===== src/rtl/alien_formation_motion.sv =====
// alien_formation_motion
//   Owns the formation origin shared by every alien instance. Each move tick the
//   formation slides sideways by `speed` pixels. When the outermost living column
//   would leave the playfield, the formation clamps to the edge. On the following
//   tick it steps down and reverses direction. Speed grows with the kill count.
//   State changes only on fsync, except for leaving IDLE on start, so the
//   positions stay stable for a whole frame.
//
// Ports
//   pixel_clk       pixel clock
//   rst             synchronous, active-high reset
//   fsync           one-cycle frame-start pulse
//   start           leaves IDLE; ignored in every other state
//   alive_mask      bit r*COLS+c set = alien (r,c) alive
//   group_lhpos     signed formation left origin
//   group_tvpos     signed formation top origin
//   speed           pixels per move tick
//   dir_left        0 = moving right, 1 = moving left
//   reached_bottom  sticky landing flag
//   all_dead        alive_mask == 0, registered on fsync

package alien_params_pkg;
  localparam int ENEMY_W   = 32;
  localparam int ENEMY_H   = 24;
  localparam int SPACING_X = 16;
  localparam int SPACING_Y = 16;
endpackage

module alien_formation_motion
  import alien_params_pkg::*;
#(
  parameter int ROWS        = 4,
  parameter int COLS        = 8,
  parameter int START_X     = 64,
  parameter int START_Y     = 48,
  parameter int H_MIN       = 0,
  parameter int H_MAX       = 639,
  parameter int V_LIMIT     = 440,
  parameter int STEP_DOWN   = 16,
  parameter int MOVE_DIV    = 1,
  parameter int BASE_SPEED  = 1,
  parameter int SPEED_SHIFT = 2,
  parameter int MAX_SPEED   = 4
) (
  input  logic                   pixel_clk,
  input  logic                   rst,
  input  logic                   fsync,
  input  logic                   start,
  input  logic [ROWS*COLS-1:0]   alive_mask,
  output logic signed [11:0]     group_lhpos,
  output logic signed [11:0]     group_tvpos,
  output logic [7:0]             speed,
  output logic                   dir_left,
  output logic                   reached_bottom,
  output logic                   all_dead
);

  localparam int PITCH_X = ENEMY_W + SPACING_X;
  localparam int PITCH_Y = ENEMY_H + SPACING_Y;

  localparam logic signed [11:0] START_X_S = 12'(START_X);
  localparam logic signed [11:0] START_Y_S = 12'(START_Y);
  localparam logic signed [11:0] H_MIN_S   = 12'(H_MIN);
  localparam logic signed [11:0] H_MAX_S   = 12'(H_MAX);
  localparam logic signed [11:0] V_LIMIT_S = 12'(V_LIMIT);
  localparam logic signed [11:0] STEP_S    = 12'(STEP_DOWN);

  typedef enum logic [2:0] {IDLE, MOVE, DESCEND, LANDED, CLEARED} state_t;

  state_t state_q, state_d;

  logic [7:0]         frame_cnt, frame_cnt_d;
  logic signed [11:0] lhpos_d, tvpos_d;
  logic [7:0]         speed_d;
  logic               dir_left_d, reached_bottom_d, all_dead_d;

  // Extent of the living formation, relative to the origin.
  logic [COLS-1:0]    col_any;
  logic [ROWS-1:0]    row_any;
  int                 lcol, rcol, brow;
  logic signed [11:0] left_off, right_off, bot_off;

  always_comb begin
    // NOTE: every variable driven here gets a default first, so no path leaves
    // a value unassigned and no latch is inferred.
    col_any = '0;
    row_any = '0;
    lcol    = 0;
    rcol    = 0;
    brow    = 0;
    for (int r = 0; r < ROWS; r++) begin
      for (int c = 0; c < COLS; c++) begin
        if (alive_mask[r*COLS+c]) begin
          col_any[c] = 1'b1;
          row_any[r] = 1'b1;
        end
      end
    end
    // The downward scan leaves the lowest live column. The upward scans leave
    // the highest live column and the highest live row.
    for (int c = COLS - 1; c >= 0; c--) if (col_any[c]) lcol = c;
    for (int c = 0; c < COLS; c++)      if (col_any[c]) rcol = c;
    for (int r = 0; r < ROWS; r++)      if (row_any[r]) brow = r;
  end

  assign left_off  = 12'(lcol * PITCH_X);
  assign right_off = 12'(rcol * PITCH_X + ENEMY_W - 1);
  assign bot_off   = 12'(brow * PITCH_Y + ENEMY_H - 1);

  // Speed from the kill count, saturated.
  int         kills, spd_int;
  logic [7:0] speed_calc;

  always_comb begin
    kills   = ROWS * COLS - $countones(alive_mask);
    spd_int = BASE_SPEED + (kills >> SPEED_SHIFT);
    if (spd_int > MAX_SPEED) spd_int = MAX_SPEED;
  end
  assign speed_calc = 8'(spd_int);

  logic               tick;
  logic signed [11:0] spd_s, nxt, tv_step;

  assign tick    = fsync && (frame_cnt == 8'(MOVE_DIV - 1));
  assign spd_s   = $signed({4'b0000, speed});
  assign nxt     = dir_left ? (group_lhpos - spd_s) : (group_lhpos + spd_s);
  assign tv_step = group_tvpos + STEP_S;

  always_comb begin
    state_d          = state_q;
    frame_cnt_d      = frame_cnt;
    lhpos_d          = group_lhpos;
    tvpos_d          = group_tvpos;
    speed_d          = speed;
    dir_left_d       = dir_left;
    reached_bottom_d = reached_bottom;
    all_dead_d       = all_dead;

    unique case (state_q)
      IDLE: begin
        if (start) begin
          state_d     = MOVE;
          frame_cnt_d = '0;
        end
      end

      MOVE, DESCEND: begin
        if (fsync) begin
          speed_d     = speed_calc;
          frame_cnt_d = tick ? 8'd0 : frame_cnt + 8'd1;
          if (alive_mask == '0) begin
            // An empty formation has no extent, so no motion happens this frame.
            all_dead_d = 1'b1;
            state_d    = CLEARED;
          end else if (tick) begin
            if (state_q == DESCEND) begin
              tvpos_d    = tv_step;
              dir_left_d = ~dir_left;
              if (tv_step + bot_off >= V_LIMIT_S) begin
                reached_bottom_d = 1'b1;
                state_d          = LANDED;
              end else begin
                state_d = MOVE;
              end
            end else if (!dir_left && (nxt + right_off > H_MAX_S)) begin
              lhpos_d = H_MAX_S - right_off;
              state_d = DESCEND;
            end else if (dir_left && (nxt + left_off < H_MIN_S)) begin
              // The origin may go negative when the left columns are dead.
              lhpos_d = H_MIN_S - left_off;
              state_d = DESCEND;
            end else begin
              lhpos_d = nxt;
            end
          end
        end
      end

      LANDED, CLEARED: ;

      default: state_d = IDLE;
    endcase
  end

  always_ff @(posedge pixel_clk) begin
    // NOTE: sequential state uses non-blocking assignments, so every register
    // samples pre-edge values regardless of statement order.
    if (rst) begin
      state_q        <= IDLE;
      frame_cnt      <= '0;
      group_lhpos    <= START_X_S;
      group_tvpos    <= START_Y_S;
      speed          <= 8'(BASE_SPEED);
      dir_left       <= 1'b0;
      reached_bottom <= 1'b0;
      all_dead       <= 1'b0;
    end else begin
      state_q        <= state_d;
      frame_cnt      <= frame_cnt_d;
      group_lhpos    <= lhpos_d;
      group_tvpos    <= tvpos_d;
      speed          <= speed_d;
      dir_left       <= dir_left_d;
      reached_bottom <= reached_bottom_d;
      all_dead       <= all_dead_d;
    end
  end

endmodule


===== config.mk =====
export PLATFORM = sky130hd
export DESIGN_NAME = alien_formation_motion
export DESIGN_NICKNAME = d
export VERILOG_FILES = /design/src/rtl/alien_formation_motion.sv
export SDC_FILE = /design/constraint.sdc
export NUM_CORES = 1
export LEC_CHECK = 0
export ABC_AREA = 1
export CAP_MARGIN = 5
export CORE_UTILIZATION = 61
export DETAILED_ROUTE_END_ITERATION = 16
export MAX_ROUTING_LAYER = met4
export PLACE_DENSITY = 0.95
export SETUP_SLACK_MARGIN = 0.4
export SLEW_MARGIN = 30
export SYNTH_ARGS = -nofsm -noshare
export SYNTH_HDL_FRONTEND = slang
export SYNTH_SLANG_ARGS = --single-unit

===== constraint.sdc =====
create_clock -name pixel_clk -period 20.1 [get_ports pixel_clk]
set_clock_uncertainty 0.15 [all_clocks]
set_input_delay 5.025 -clock pixel_clk [delete_from_list [all_inputs] [get_ports pixel_clk]]
set_output_delay 5.025 -clock pixel_clk [all_outputs]
set_load 0.01 [all_outputs]

==> metrics.md, run 1 <==
| Metric | Value |
|---|---|
| Starting density of the core | `63.5%` |
| Clock power frac | `5.6%` |
| Worst Hold Class | `flip-flop to flip-flop` |
| YS warnings | `0` |
| RR Startpoint | `dir_left` |
| NetSw | `0.000549 W` |
| Switch share | `56.0%` |
| Synthesis-to-layout area growth | `14.3%` |
| First-pass GRT wire length | `22900 um` |
| Reg2reg setup slack | `15.02 ns` |
| P_int | `0.000432 W` |
| Layout cells sized above 1 | `4.24%` |
| Chip Width | `a little under 100 um` |
| Clock-pin slew on the worst setup and hold paths | `0.09 ns` |
| Vias | `5504` |
| Post-CTS setup buffers | `0` |
| Path type of the worst setup path | `input port to flip-flop` |
| Hpwl dp | `11300 um` |
| Worst setup endpoint | `speed[2]` |
| Clk root buf | `clkbuf_8` |
| PwrDens | `154 nW/um^2` |
| Die height | `97.8 um` |
| Vias in the first global route | `5197` |
| TritonRoute pass-1 iters | `11` |
| CP max-delay cell | `xor2_1` |
| Core area | `8810 um^2` |
| CTS Hold Bufs | `0` |
| Mapped Avg Cell Area | `6.72 um^2` |
| GPL Wtd Cong | `a little under 1` |
| Diode count | `0` |
| Die ar. | `about 9600 um^2` |
| Vias per Instance | `5.48` |
| Period utilization | `around three fifths` |
| Final-report max-slew violation count | `0` |
| Reg2Reg Depth | `27` |
| Flops & latches, synth | `42` |
| Slowest cell delay on critical path | `about 0.73 ns` |
| Crit. Startpoint | `alive_mask[29]` |
| Cell Area, Synth | `5590 um^2` |
| CP Max Fanout | `13` |
| Part of the power in registers | `11.5%` |
| Min Tclk post-route | `12.21 ns` |
| Total negative setup slack | `0 ns` |
| Placed Area | `6320 um^2` |
| Mean routed wirelength per cell | `13.5 um` |
| Synth async-reset ratio | `0%` |
| CTS tree | `built` |
| Post-layout instance area | `6390 um^2` |
| Post-layout nets | `1040` |
| Main flop type after synthesis | `dfxtp_1` |
| Status | `complete, but fails checks` |
| Sequential area share after synthesis | `15.0%` |
| Total CTS buffers | `5` |
| Worst path required time | `approximately 20 ns` |
| CP most frequent cell | `fa_1` |
| Crit Reg-Reg Endpoint | `group_lhpos[8]` |
| Post-Route WL | `13600 um` |
| Iteration-0 DRC Markers | `roughly 270` |
| Top-area cell type share of the netlist area | `17.9%` |
| CP arrival | `12.26 ns` |
| CTS Buffer Depth | `2` |
| Max-slew headroom | `37.5%` |
| CP Capture Type | `flip-flop` |
| Failing checks | `DRC` |
| DRC | `2` |
| RSZ-0062 raised after global routing | `false` |
| Final setup viols | `0` |
| Final ANT Viol Nets | `0` |
| GRT Residual Overflow | `0` |
| Critical Path Source Type | `input port` |
| Comb pwr share | `82.9%` |
| VDD IR-drop max | `0.000164 V` |
| FP Rows | `34` |
| Initial antenna violation count | `0` |
| Post-synth EDFFs | `0` |
| Clk sinks | `42` |
| Library cells used by synthesis | `42` |
| Final Hold Viols | `0` |
| Port Buf Inserts | `66` |
| Syn Inst Count | `832` |
| Least-Margin Pin Slew | `approximately 0.93 ns` |
| Ports | `71` |
| Area leader, netlist | `ha_1` |
| Clock Latency Late Sink | `~0.31 ns` |
| Top cells by area, synth | `ha_1 (18%), dfxtp_1 (15%), inv_1 (12%), nand2_1 (11%), fa_1 (10%)` |
| Post-CTS Resized | `0` |
| Max_cap viols | `0` |
| Largest net degree at the start of global routing | `26` |
| GRT Util Overall | `between 30 and 40%` |
| Static Leak | `3.31 nW` |
| Fmax | `81.9 MHz` |
| H-tree levels | `2` |
[worst max-delay path: cells and delay by family]
kind            cells  cell delay [ns]
fa+ha+maj          10             4.22
xor+xnor            1             0.73
simple gates        7             0.93
buf+inv             7             0.93
compound gates      2             0.40
[routing by layer]
layer | GRT usage, % | wire (um)
met1 | 36.0 | 5890
met2 | 53.5 | 6680
met3 | 3.79 | 799
met4 | 7.58 | 230
met5 | - | 0
[through the flow]
stage	total power, W	hold slack, ns	worst slack (ns)	utilization [%]	std cells
2_1_floorplan	0.000730	0.312	8.77	-	835
5_1_grt	0.00109	0.324	7.56	72.6	1004
6_report	0.000982	0.308	7.89	72.6	1004
3_3_place_gp	0.000877	0.291	7.94	71.8	997
3_5_place_dp	0.000914	0.301	7.64	71.8	997
4_1_cts	0.000972	0.313	7.93	72.6	1004
[worst min-delay path by stage]
stage                         startpoint        endpoint  slack [ns]  cells past startpoint
after floorplan             frame_cnt[1]    frame_cnt[1]        0.31                      2
after global placement    reached_bottom  reached_bottom        0.29                      2
after detailed placement  reached_bottom  reached_bottom        0.30                      2
after CTS                 reached_bottom  reached_bottom        0.31                      2
after global routing      reached_bottom  reached_bottom        0.32                      2
final                     reached_bottom  reached_bottom        0.31                      2
[registers in the layout (all words and copies together) (netlist names)]
register / count
group_tvpos: 8
all_dead: 1
group_lhpos: 12
frame_cnt: 8
dir_left: 1
state_q: 3
reached_bottom: 1
speed: 8
[synth_stat cells (4+ instances only)]
library cell  instances
o31ai_1               6
nand2_1             166
a21oi_1              45
nor2_1               74
nand3_1              52
dfxtp_1              42
nand4_1              15
buf_4                 5
fa_1                 28
xor2_1               20
nor3_1               11
xnor2_1               6
ha_1                 80
a211oi_1              6
nor4_1               10
nand3_2               4
nand3b_1              8
inv_1               182
nand2_2              14
o21ai_0              21
[kinds of logic (layout without fill, tap and decap cells)]
group / count (synthesis) / in the layout / share of synthesized area [%]
AO/OA/AOI/OAI: 93 / 93 / 9.46
XOR/XNOR: 26 / 26 / 4.07
adder cells (fa/ha/maj): 108 / 108 / 27.9
buffers and inverters: 197 / 258 / 13.9
flip-flops: 42 / 42 / 15.0
other: 1 / 4 / 0.0670
AND/OR/NAND/NOR: 365 / 365 / 29.6
[power groups by stage]
stage	registers [W]	logic (W)	clock network, W
floorplan	0.000115	0.000614	0
global placement	0.000114	0.000763	0
detailed placement	0.000115	0.000800	0
CTS	0.000113	0.000806	0.0000537
global route	0.000115	0.000922	0.0000582
finish	0.000113	0.000814	0.0000550
[layout by cell type, fill, tap and decap left out, types with 15 or more instances in the layout]
master	instances
a21oi_1	45
clkdlybuf4s50_1	65
nand4_1	15
nand2_1	166
nor2_1	74
dfxtp_1	42
fa_1	28
inv_1	182
nand3_1	52
o21ai_0	21
ha_1	80
xor2_1	20
[cell type report]
| type | instances | area (um^2) |
|---|---|---|
| repair buffers | 66 | 656 |
| multi-input cells | 596 | 3990 |
| flip-flops and latches | 42 | 841 |
| fillers | 672 | 2410 |
| clock inverters | 2 | 10.0 |
| inverters | 185 | 694 |
| clock buffers | 5 | 68.8 |
| well taps | 108 | 135 |
No activity file was read; power rests on OpenSTA's default activity.
==> run 2, diff against run 1 <==
--- a/config.mk
+++ b/config.mk
@@ -7,7 +7,7 @@
 export LEC_CHECK = 0
 export ABC_AREA = 1
 export CAP_MARGIN = 5
-export CORE_UTILIZATION = 61
+export CORE_UTILIZATION = 58
 export DETAILED_ROUTE_END_ITERATION = 16
 export MAX_ROUTING_LAYER = met4
 export PLACE_DENSITY = 0.95
==> constraint.sdc (replaced) <==
create_clock -name pixel_clk -period 12.3 [get_ports pixel_clk]
set_clock_uncertainty 0.15 [all_clocks]
set_input_delay 3.075 -clock pixel_clk [delete_from_list [all_inputs] [get_ports pixel_clk]]
set_output_delay 3.075 -clock pixel_clk [all_outputs]
set_load 0.01 [all_outputs]
==> metrics.md, run 2 (synthesized netlist as in run 1, its figures left out) <==
| Metric | Value |
|---|---|
| Status | `completed` |
| GRT Util Overall | `29.9%` |
| Final ANT Viol Nets | `0` |
| Delay-heaviest family, CP | `adder cells` |
| Path type of the worst setup path | `input port to flip-flop` |
| H-tree levels | `2` |
| CP max-delay cell | `xor2_1` |
| CP Capture Type | `flip-flop` |
| Vias in the first global route | `5452` |
| Vias per Instance | `approximately 5.4` |
| Post-Route WL | `13800 um` |
| GRT Residual Overflow | `0` |
| Least-Margin Pin Slew | `a little under 0.9 ns` |
| Mean routed wirelength per cell | `13.5 um` |
| First-pass GRT wire length | `about 23000 um` |
| CTS Hold Bufs | `0` |
| CTS Buffer Depth | `2` |
| PwrDens | `between 200 and 300 nW/um^2` |
| Critical Path Source Type | `input port` |
| FP Rows | `35` |
| Port Buf Inserts | `66` |
| Final-report max-slew violation count | `0` |
| Layout cells sized above 1 | `4.24%` |
| Worst Hold Class | `flip-flop to flip-flop` |
| Chip Width | `100 um` |
| Fmax | `between 90 and 100 MHz` |
| Diode count | `0` |
| Max reg flops | `12` |
| Commonest non-fill, non-tap cells in the layout | `inv_1 (182), nand2_1 (166), ha_1 (80), nor2_1 (74), clkdlybuf4s50_1 (65)` |
| Post-Place Setup Slack | `1.89 ns` |
| Static Leak | `around 3.3 nW` |
| Initial antenna violation count | `0` |
| Vias | `5589` |
| Hpwl dp | `11500 um` |
| Clk sinks | `42` |
| Post-CTS setup buffers | `0` |
| Post-layout nets | `1040` |
| Clk root buf | `clkbuf_8` |
| Worst path required time | `12.36 ns` |
| Max_cap viols | `0` |
| Clock Latency Late Sink | `0.31 ns` |
| DRC | `0` |
| Commonest non-fill, non-tap cell in the layout | `inv_1` |
| CP arrival | `10.18 ns` |
| Crit path buf inv count | `7` |
| Starting density of the core | `between 60% and 70%` |
| VDD IR-drop max | `between 0.0002 and 0.00025 V` |
| Core area | `9280 um^2` |
| Iteration-0 DRC Markers | `about 290` |
| Largest net degree at the start of global routing | `26` |
| CTS tree | `built` |
| Total CTS buffers | `5` |
| Biggest register | `group_lhpos` |
| Final setup viols | `0` |
| TritonRoute pass-1 iters | `5` |
| Die ar. | `10000 um^2` |
| CP most frequent cell | `fa_1` |
| Die height | `100 um` |
| Synthesis-to-layout area growth | `15.3%` |
| Slowest cell delay on critical path | `~0.7 ns` |
| Min Tclk post-route | `just over 10 ns` |
| Total negative setup slack | `0 ns` |
| Period utilization | `between 80 and 90%` |
| Final WS setup | `between 2 and 2.5 ns` |
| Final Hold Viols | `0` |
| Max-slew headroom | `40.5%` |
| Clock-pin slew on the worst setup and hold paths | `0.09 ns` |
| Ports | `71` |
| GPL Wtd Cong | `0.976` |
| CP Max Fanout | `13` |
| RSZ-0062 raised after global routing | `false` |
| Post-CTS Resized | `0` |
## run 2: per-layer routing
layer	GRT usage, %	share of wire (%)	vias to the layer above
met3	4.39	5.3	52
met1	34.5	42	2594
met4	12.6	4.4	0
met2	51.9	49	192
li1	-	-	2751
met5	-	0	-
## run 2: power by group
part           internal (W)  total, W  switching [W]
sequential         0.000159  0.000185      0.0000264
combinational      0.000510   0.00135       0.000835
clock             0.0000606  0.000111      0.0000509
total              0.000730   0.00164       0.000912
## run 2: area by class of cell
cell class / count / area, um^2
repair buffers: 66 / 656
clock buffers: 6 / 72.6
fillers: 747 / 2830
clock inverters: 2 / 37.5
inverters: 185 / 694
well taps: 129 / 161
flip-flops and latches: 42 / 841
multi-input cells: 596 / 3990
## run 2: final timing paths
path	slack, ns	cells past startpoint	startpoint	end
setup / recovery	2.18	27	alive_mask[29]	speed[2]
hold / removal	0.32	2	all_dead	all_dead
setup reg to reg	7.40	28	speed[0]	group_lhpos[4]
hold reg to reg	0.32	2	all_dead	all_dead
## run 2: through the flow
step	instance area (um^2)	utilization (%)	std cells	total power, W	hold WS, ns
global placement	6340	68.3	1018	0.00143	0.287
floorplan	5600	-	835	0.00119	0.312
finish	6450	69.5	1026	0.00164	0.317
detailed placement	6340	68.3	1018	0.00151	0.307
CTS	6450	69.5	1026	0.00163	0.320
global route	6450	69.5	1026	0.00184	0.346
## run 2: tightest hold or removal path, delay by kind of cell (launching register included)
family                 cells  cell delay [ns]
flip-flops                 1             0.32
buffers and inverters      1             0.05
AO/OA/AOI/OAI              1             0.05
==> run 3, diff against run 2 <==
==> constraint.sdc (replaced) <==
create_clock -name pixel_clk -period 9.8 [get_ports pixel_clk]
set_clock_uncertainty 0.15 [all_clocks]
set_input_delay 2.45 -clock pixel_clk [delete_from_list [all_inputs] [get_ports pixel_clk]]
set_output_delay 2.45 -clock pixel_clk [all_outputs]
set_load 0.01 [all_outputs]
==> metrics.md, run 3 (synthesized netlist as in run 1, its figures left out) <==
| Metric | Value |
|---|---|
| Largest net degree at the start of global routing | `26` |
| Path type of the worst setup path | `input port to flip-flop` |
| Vias per Instance | `5.44` |
| Status | `completed` |
| Fill cells | `683` |
| GRT Util Overall | `around 29%` |
| Min Tclk post-route | `9.13 ns` |
| VDD IR-drop max | `approximately 0.0004 V` |
| CTS tree | `built` |
| FP Rows | `35` |
| CP Max Fanout | `5` |
| Initial antenna violation count | `0` |
| Iteration-0 DRC Markers | `245` |
| Die ar. | `10000 um^2` |
| Crit path buf inv count | `7` |
| Clock-pin slew on the worst setup and hold paths | `0.09 ns` |
| Post-Route WL | `13900 um` |
| Final setup viols | `0` |
| Core area | `9280 um^2` |
| Static Leak | `3.34 nW` |
| Total negative setup slack | `0 ns` |
| Max-slew headroom | `57.0%` |
| Post-CTS setup buffers | `0` |
| Mean routed wirelength per cell | `13.6 um` |
| Fmax | `110 MHz` |
| Vias | `between 5000 and 6000` |
| CP Capture Type | `flip-flop` |
| Die height | `100 um` |
| Crit Reg-Reg Endpoint | `group_lhpos[8]` |
| Slowest cell delay on critical path | `0.61 ns` |
| Clock Latency Late Sink | `about 0.3 ns` |
| Post-layout nets | `1041` |
| Placed insts | `roughly 1000` |
| Hpwl dp | `11200 um` |
| TritonRoute pass-1 iters | `5` |
| Post-Place Setup Slack | `about 0.19 ns` |
| Commonest non-fill, non-tap cells in the layout | `inv_1 (182), nand2_1 (166), ha_1 (80), nor2_1 (73), clkdlybuf4s50_1 (64)` |
| Layout cells sized above 1 | `under 10%` |
| Delay-heaviest family, CP | `adder cells` |
| Crit. Startpoint | `alive_mask[25]` |
| Ports | `71` |
| First-pass GRT wire length | `roughly 23000 um` |
| Chip Width | `~100 um` |
| GRT Residual Overflow | `0` |
| Reg2reg setup slack | `approximately 4.8 ns` |
| DRC | `0` |
| Max reg flops | `12` |
| Worst path required time | `9.85 ns` |
| Final WS setup | `0.675 ns` |
| H-tree levels | `2` |
| Max_cap viols | `0` |
| PwrDens | `334 nW/um^2` |
| WP depth | `27` |
| Reg area | `841 um^2` |
| CP most frequent cell | `fa_1` |
| Biggest register | `group_lhpos` |
| RSZ-0062 raised after global routing | `false` |
| Period utilization | `93.1%` |
| Starting density of the core | `60.2%` |
| Layout Cells excl Fill | `1027` |
| GPL Wtd Cong | `0.982` |
| Critical Path Source Type | `input port` |
| Worst Hold Class | `flip-flop to flip-flop` |
| CP max-delay cell | `fa_2` |
| Reg2Reg Depth | `27` |
| Port Buf Inserts | `66` |
| Worst setup endpoint | `speed[2]` |
| Multi-input gate area | `slightly above 4000 um^2` |
| RR Startpoint | `dir_left` |
| Clk root buf | `clkbuf_8` |
| CP arrival | `9.17 ns` |
| CTS Buffer Depth | `2` |
| Total CTS buffers | `5` |
| Synthesis-to-layout area growth | `16.3%` |
| Final ANT Viol Nets | `0` |
| Least-Margin Pin Slew | `0.640 ns` |
| Final Hold Viols | `0` |
| Diode count | `0` |
| Vias in the first global route | `5501` |
| Commonest non-fill, non-tap cell in the layout | `inv_1` |
| Final-report max-slew violation count | `0` |
| Clk sinks | `42` |
-- run 3: changes by cell type in the layout (fill, tap and decap cells not counted), sizes merged --
cell	change
buf	+1
clkbuf	+1
clkdlybuf4s50	-1
clkinvlp	-1
dlymetal6s2s	+1
-- run 3: what timing repair did --
item,4_1_cts,5_1_grt
hold buffers,0,0
endpoints found under the setup margin,0,3
resized for setup,0,10
-- run 3: worst min path at each step --
stage | startpoint | to | slack (ns) | depth (start not counted)
after CTS | all_dead | all_dead | 0.32 | 2
after floorplan | frame_cnt[1] | frame_cnt[1] | 0.31 | 2
after global placement | reached_bottom | reached_bottom | 0.29 | 2
after detailed placement | all_dead | all_dead | 0.31 | 2
after global routing | reached_bottom | reached_bottom | 0.33 | 2
final | all_dead | all_dead | 0.33 | 2
-- run 3: cell type report --
| cell class | count | area share (%) |
|---|---|---|
| Clock inverter | 1 | 0.462 |
| Clock buffer | 7 | 1.17 |
| Inverter | 185 | 10.7 |
| Timing Repair Buffer | 67 | 10.2 |
| Sequential cell | 42 | 12.9 |
| Tap cell | 129 | 2.48 |
| Multi-Input combinational cell | 596 | 62.1 |
-- run 3: stage by stage --
| step | instance area [um^2] | hold WS, ns | total power (W) | utilization [%] |
|---|---|---|---|---|
| after CTS | 6460 | 0.322 | 0.00200 | 69.6 |
| after global placement | 6350 | 0.287 | 0.00179 | 68.4 |
| after global routing | 6500 | 0.332 | 0.00242 | 70.1 |
| after floorplan | 5600 | 0.312 | 0.00150 | - |
| final | 6500 | 0.325 | 0.00217 | 70.1 |
| after detailed placement | 6350 | 0.311 | 0.00185 | 68.4 |
-- run 3: report_power, final --
part | internal, W | leakage, nW | switching [W] | total (W)
sequential | 0.000200 | 0.341 | 0.0000322 | 0.000232
combinational | 0.000692 | 2.94 | 0.00111 | 0.00180
clock | 0.0000763 | 0.0524 | 0.0000609 | 0.000137
total | 0.000968 | 3.34 | 0.00120 | 0.00217
-- run 3: layer usage --
layer  global-route usage (%)  up-vias  share of wire [%]
met4                     12.7        0                4.8
met3                     4.53       66                6.4
met2                     50.7      227                 49
met1                     33.4     2532                 40
li1                         -     2765                  -
met5                        -        -                  0
-- run 3: worst reg2reg max path: cells and delay by family (launching register included) --
family / cells / cell delay [ns]
simple gates: 13 / 1.34
compound gates: 6 / 0.95
fa+ha+maj: 2 / 0.72
flops: 1 / 0.60
xor+xnor: 2 / 0.58
buf+inv: 4 / 0.53
